## src/rtl/seq_mul_shl.sv

```systemverilog
// Iterative shift-and-add unsigned multiplier built around an external SHL.
// One bit of b is consumed per cycle, LSB first, giving a 2*DATAWIDTH product.
module seq_mul_shl #(
   parameter int DATAWIDTH = 8
) (
   input  logic                     Clk,
   input  logic                     Rst,
   input  logic                     start,
   input  logic [DATAWIDTH-1:0]     a,
   input  logic [DATAWIDTH-1:0]     b,
   output logic                     busy,
   output logic                     done,
   output logic [2*DATAWIDTH-1:0]   prod,
   output logic [2*DATAWIDTH-1:0]   shl_a,
   output logic [2*DATAWIDTH-1:0]   shl_sh_amt,
   input  logic [2*DATAWIDTH-1:0]   shl_d
);

   localparam int CW = (DATAWIDTH > 1) ? $clog2(DATAWIDTH) : 1;
   localparam logic [CW-1:0] LAST = CW'(DATAWIDTH - 1);

   typedef enum logic {IDLE, RUN} state_t;

   state_t                  state, state_n;
   logic [DATAWIDTH-1:0]    a_r, a_n;
   logic [DATAWIDTH-1:0]    b_r, b_n;
   logic [2*DATAWIDTH-1:0]  acc, acc_n;
   logic [CW-1:0]           cnt, cnt_n;
   logic [2*DATAWIDTH-1:0]  prod_n;
   logic                    done_n;
   logic [2*DATAWIDTH-1:0]  sum;

   // The shifter sees only registers, so there is no loop through SHL.
   assign shl_a      = {{DATAWIDTH{1'b0}}, a_r};
   assign shl_sh_amt = {{(2*DATAWIDTH-CW){1'b0}}, cnt};
   assign sum        = b_r[cnt] ? (acc + shl_d) : acc;
   assign busy       = (state == RUN);

   always_ff @(posedge Clk) begin
      if (Rst) begin
         state <= IDLE;
         a_r   <= '0;
         b_r   <= '0;
         acc   <= '0;
         cnt   <= '0;
         prod  <= '0;
         done  <= 1'b0;
      end else begin
         state <= state_n;
         a_r   <= a_n;
         b_r   <= b_n;
         acc   <= acc_n;
         cnt   <= cnt_n;
         prod  <= prod_n;
         done  <= done_n;
      end
   end

   always_comb begin
      state_n = state;
      a_n     = a_r;
      b_n     = b_r;
      acc_n   = acc;
      cnt_n   = cnt;
      prod_n  = prod;
      done_n  = 1'b0;
      case (state)
         IDLE: begin
            if (start) begin
               a_n     = a;
               b_n     = b;
               acc_n   = '0;
               cnt_n   = '0;
               state_n = RUN;
            end
         end
         RUN: begin
            acc_n = sum;
            cnt_n = cnt + CW'(1);
            // The final iteration publishes the sum including its own add.
            if (cnt == LAST) begin
               prod_n  = sum;
               done_n  = 1'b1;
               state_n = IDLE;
            end
         end
         default: state_n = IDLE;
      endcase
   end

endmodule

```

## config.mk

```make
export PLATFORM = sky130hd
export DESIGN_NAME = seq_mul_shl
export DESIGN_NICKNAME = d
export VERILOG_FILES = /design/src/rtl/seq_mul_shl.sv
export SDC_FILE = /design/constraint.sdc
export NUM_CORES = 1
export LEC_CHECK = 0
export ABC_AREA = 1
export ABC_CLOCK_PERIOD_IN_PS = 2500
export BUFFER_PORTS_ARGS = -buffer_cell sky130_fd_sc_hd__buf_2
export CAP_MARGIN = 0
export CORE_UTILIZATION = 42
export DETAILED_ROUTE_END_ITERATION = 10
export GPL_TIMING_DRIVEN = 1
export PLACE_DENSITY = 0.67
export SYNTH_ARGS = -nofsm -noshare
export SYNTH_HDL_FRONTEND = slang
export SYNTH_SLANG_ARGS = --single-unit
```

## constraint.sdc

```tcl
create_clock -name Clk -period 2.5 [get_ports Clk]
set_input_delay 0.125 -clock Clk [delete_from_list [all_inputs] [get_ports Clk]]
set_output_delay 0.125 -clock Clk [all_outputs]
set_load 0.02 [all_outputs]
```

==> run summary <==
DRC Markers: 0
first drt pass iteration count: 4
Setup violations, final: 0
filler instances: 787
Critical R2R Capture: acc[8]$_SDFFE_PP0P_
Iter 0 DRT Violations: 168
leakage: 1.96 nW
die area: 0.00790 sq mm
Tightest Hold Check Type: in -> reg
Sequential cell area: 0.00106 sq mm
post-DR wirelength/cell: 11.1 um
hold worst-path end: b_r[2]$_SDFFE_PP0P_
combinational power share: 22.7%
clock sink total: 53
FF+latch count, synth: 53
GPL Wtd Cong: 0.888
CP max FO: 3
f_max: 539 MHz
pwr/cell area: 499 mW/mm^2
Crit. End Element: register
CTS Buffer Depth: 2
clock share of power: 26.9%
Slew Limit Fails: 0
DP Wirelength: 5420 um
clk_lat worst skew: 0.30 ns
Port Buffers: 63
Req. time, crit path: 2.67 ns
min Tclk post-route: 1.85 ns
Inserted Clock Buffers: 5
cell repeated most along the worst path: nand2_1
largest net degree at the start of global routing: 23
R2R cell count: 11
sequential-to-total area share from yosys stat: 33.5%
Setup Crit Path Kind: reg -> reg
Post-CTS Setup Inserts: 0
I/O pin cnt: 85
Worst R2R Start: acc[0]$_SDFFE_PP0P_
share of layout cells above drive strength 1: 15.0%
outcome: finished clean
Worst EP arrival: 2.03 ns
Die H: 88.9 um
post_cts resized: 0
Routed Antenna Nets: 0
switching share of power: 31.3%
WHS Path Cells: 3
final hold slack: 0.0440 ns
post-DR vias/cell: 4.72
post-synthesis cell area: 0.00317 sq mm
reg2reg setup slack: 0.65 ns
Post-Syn Instances: 494
core box area: 0.00729 sq mm
vias in the first global route: 2668
Total Power: 1.79 mW
Synth cell types: 27
Setup Skew: 0.00239 ns
Hold Crit Start: b[2]
internal power: 1.23 mW
first-pass GRT wire length: 11800 um
Layout area overhead: 13.5%
n_diodes: 0
Worst path max stage delay: 0.39 ns
CTS tree: yes
initial antenna violation count: 0
Top FF cell, synth: dfxtp_1
Vias: 3090
htree depth: 2
multi-input logic area: 0.00171 sq mm
Setup TNS: 0 ns
Setup WS pre-CTS: 0.670 ns
register share of total power: 50.4%
Fin. Hold Viols: 0
Net Sw Power: 0.561 mW
Setup WS post-layout: 0.645 ns
Post-synth EDFFs: 0
clk slew on worst S/H paths: 0.09 ns
fin crit share: 74.2%
worst path cell trace: ha_1 > fa_1 > nand2_1 > nand2_1 > and2_1 > nand2_1 > nand2_1 > xnor2_1 > nand2_1 > nand3_1 > a21oi_1
Max-Cap Viols: 0
Synth warnings: 0
FP Rows: 31
syn avg cell area: 6.42 sq um
Max IR drop VDD: 0.334 mV
final net count: 608
Starting Density: 43.5%
CTS Hold Bufs: 0
Root Buffer: clkbuf_8
Startpoint Class: register
GRT Residual Overflow: 0
DIE WIDTH: 88.9 um
ys async rst share: 0%
slowest stage cell, crit path: fa_1
Post-Route WL: 7260 um
GRT Util Overall: 19.2%
RSZ-0062 raised after global routing: false
[cell usage in the layout, fill, tap and decap left out, drive strengths merged]
cell / count
dfxtp: 53
clkinv: 1
clkinvlp: 1
a21oi: 28
nor2: 51
fa: 1
ha: 17
or2: 2
nand3: 47
and2: 1
buf: 69
nand2: 150
clkbuf: 6
conb: 21
nand4: 1
inv: 66
xnor2: 5
o211ai: 2
xor2: 1
nor3: 4
o21ai: 28
[cell type report]
cell class                 instances  area share (%)
tap                               99            3.44
clock buffer                       6            2.29
multi-input combinational        359            47.6
sequential                        53            29.5
inverter                          67            6.99
clock inverter                     1           0.209
timing repair buffer              69            10.0
[power by group through the flow]
stage	logic [mW]	registers, mW	clock network [mW]
6_report	0.407	0.904	0.483
5_1_grt	0.463	0.910	0.536
4_1_cts	0.407	0.904	0.507
3_5_place_dp	0.405	0.924	0
3_3_place_gp	0.402	0.923	0
2_1_floorplan	0.311	0.935	0
[sequential cells by signal, indices dropped and copies added (netlist names)]
register / count
a_r: 8
acc: 16
b_r: 8
busy: 1
cnt: 3
done: 1
prod: 16
[how the worst max path moves through the flow]
stage | start | slack (ns) | cells past startpoint | to
global placement | acc[0]$_SDFFE_PP0P_ | 0.68 | 11 | acc[8]$_SDFFE_PP0P_
floorplan | cnt[0]$_SDFFE_PP0P_ | 0.77 | 7 | prod[15]$_SDFFE_PP0P_
global route | acc[0]$_SDFFE_PP0P_ | 0.43 | 12 | acc[10]$_SDFFE_PP0P_
finish | acc[0]$_SDFFE_PP0P_ | 0.65 | 11 | acc[8]$_SDFFE_PP0P_
CTS | acc[0]$_SDFFE_PP0P_ | 0.64 | 11 | acc[8]$_SDFFE_PP0P_
detailed placement | acc[0]$_SDFFE_PP0P_ | 0.67 | 11 | acc[12]$_SDFFE_PP0P_
[synthesized netlist by cell type, types with 3 or more instances]
cell type	instances	area, sq um
nand3_2	3	30.0
ha_1	17	213
clkbuf_1	11	41.3
inv_1	64	240
o21ai_0	22	110
a21oi_1	28	140
xnor2_1	5	43.8
buf_4	21	158
o21ai_1	5	25.0
nor2_1	51	191
nor3_1	4	20.0
nand2_1	150	563
nand3_1	44	220
dfxtp_1	53	1060
[through the flow]
step                      instances  area (sq um)  util, %
after global routing            654          3600     49.4
after global placement          647          3510     48.1
after floorplan                 514          3250        -
after CTS                       654          3600     49.4
final                           654          3600     49.4
after detailed placement        647          3510     48.1
[kinds of logic after synthesis]
| logic type | after synthesis | synth area share [%] |
|---|---|---|
| AO/OA/AOI/OAI | 58 | 9.43 |
| other | 1 | 0.118 |
| buffers and inverters | 102 | 14.9 |
| adder cells (fa/ha/maj) | 18 | 7.34 |
| flip-flops | 53 | 33.5 |
| AND/OR/NAND/NOR | 256 | 33.1 |
| XOR/XNOR | 6 | 1.66 |
[critical path: cells and delay by family (launching register included)]
| family | cells | cell delay (ns) |
|---|---|---|
| fa+ha+maj | 2 | 0.59 |
| flops | 1 | 0.33 |
| simple gates | 7 | 0.63 |
| xor+xnor | 1 | 0.12 |
| compound gates | 1 | 0.06 |
[layer usage]
metal  part of all wire, %  up-vias  global-route usage, %
met5                     0        -                      0
met4                  0.92        0                   4.84
met3                   5.9        7                   3.08
met2                    46       89                   31.3
met1                    47     1367                   26.4
li1                      -     1627                      -
Power figures use the tool's default switching activity.
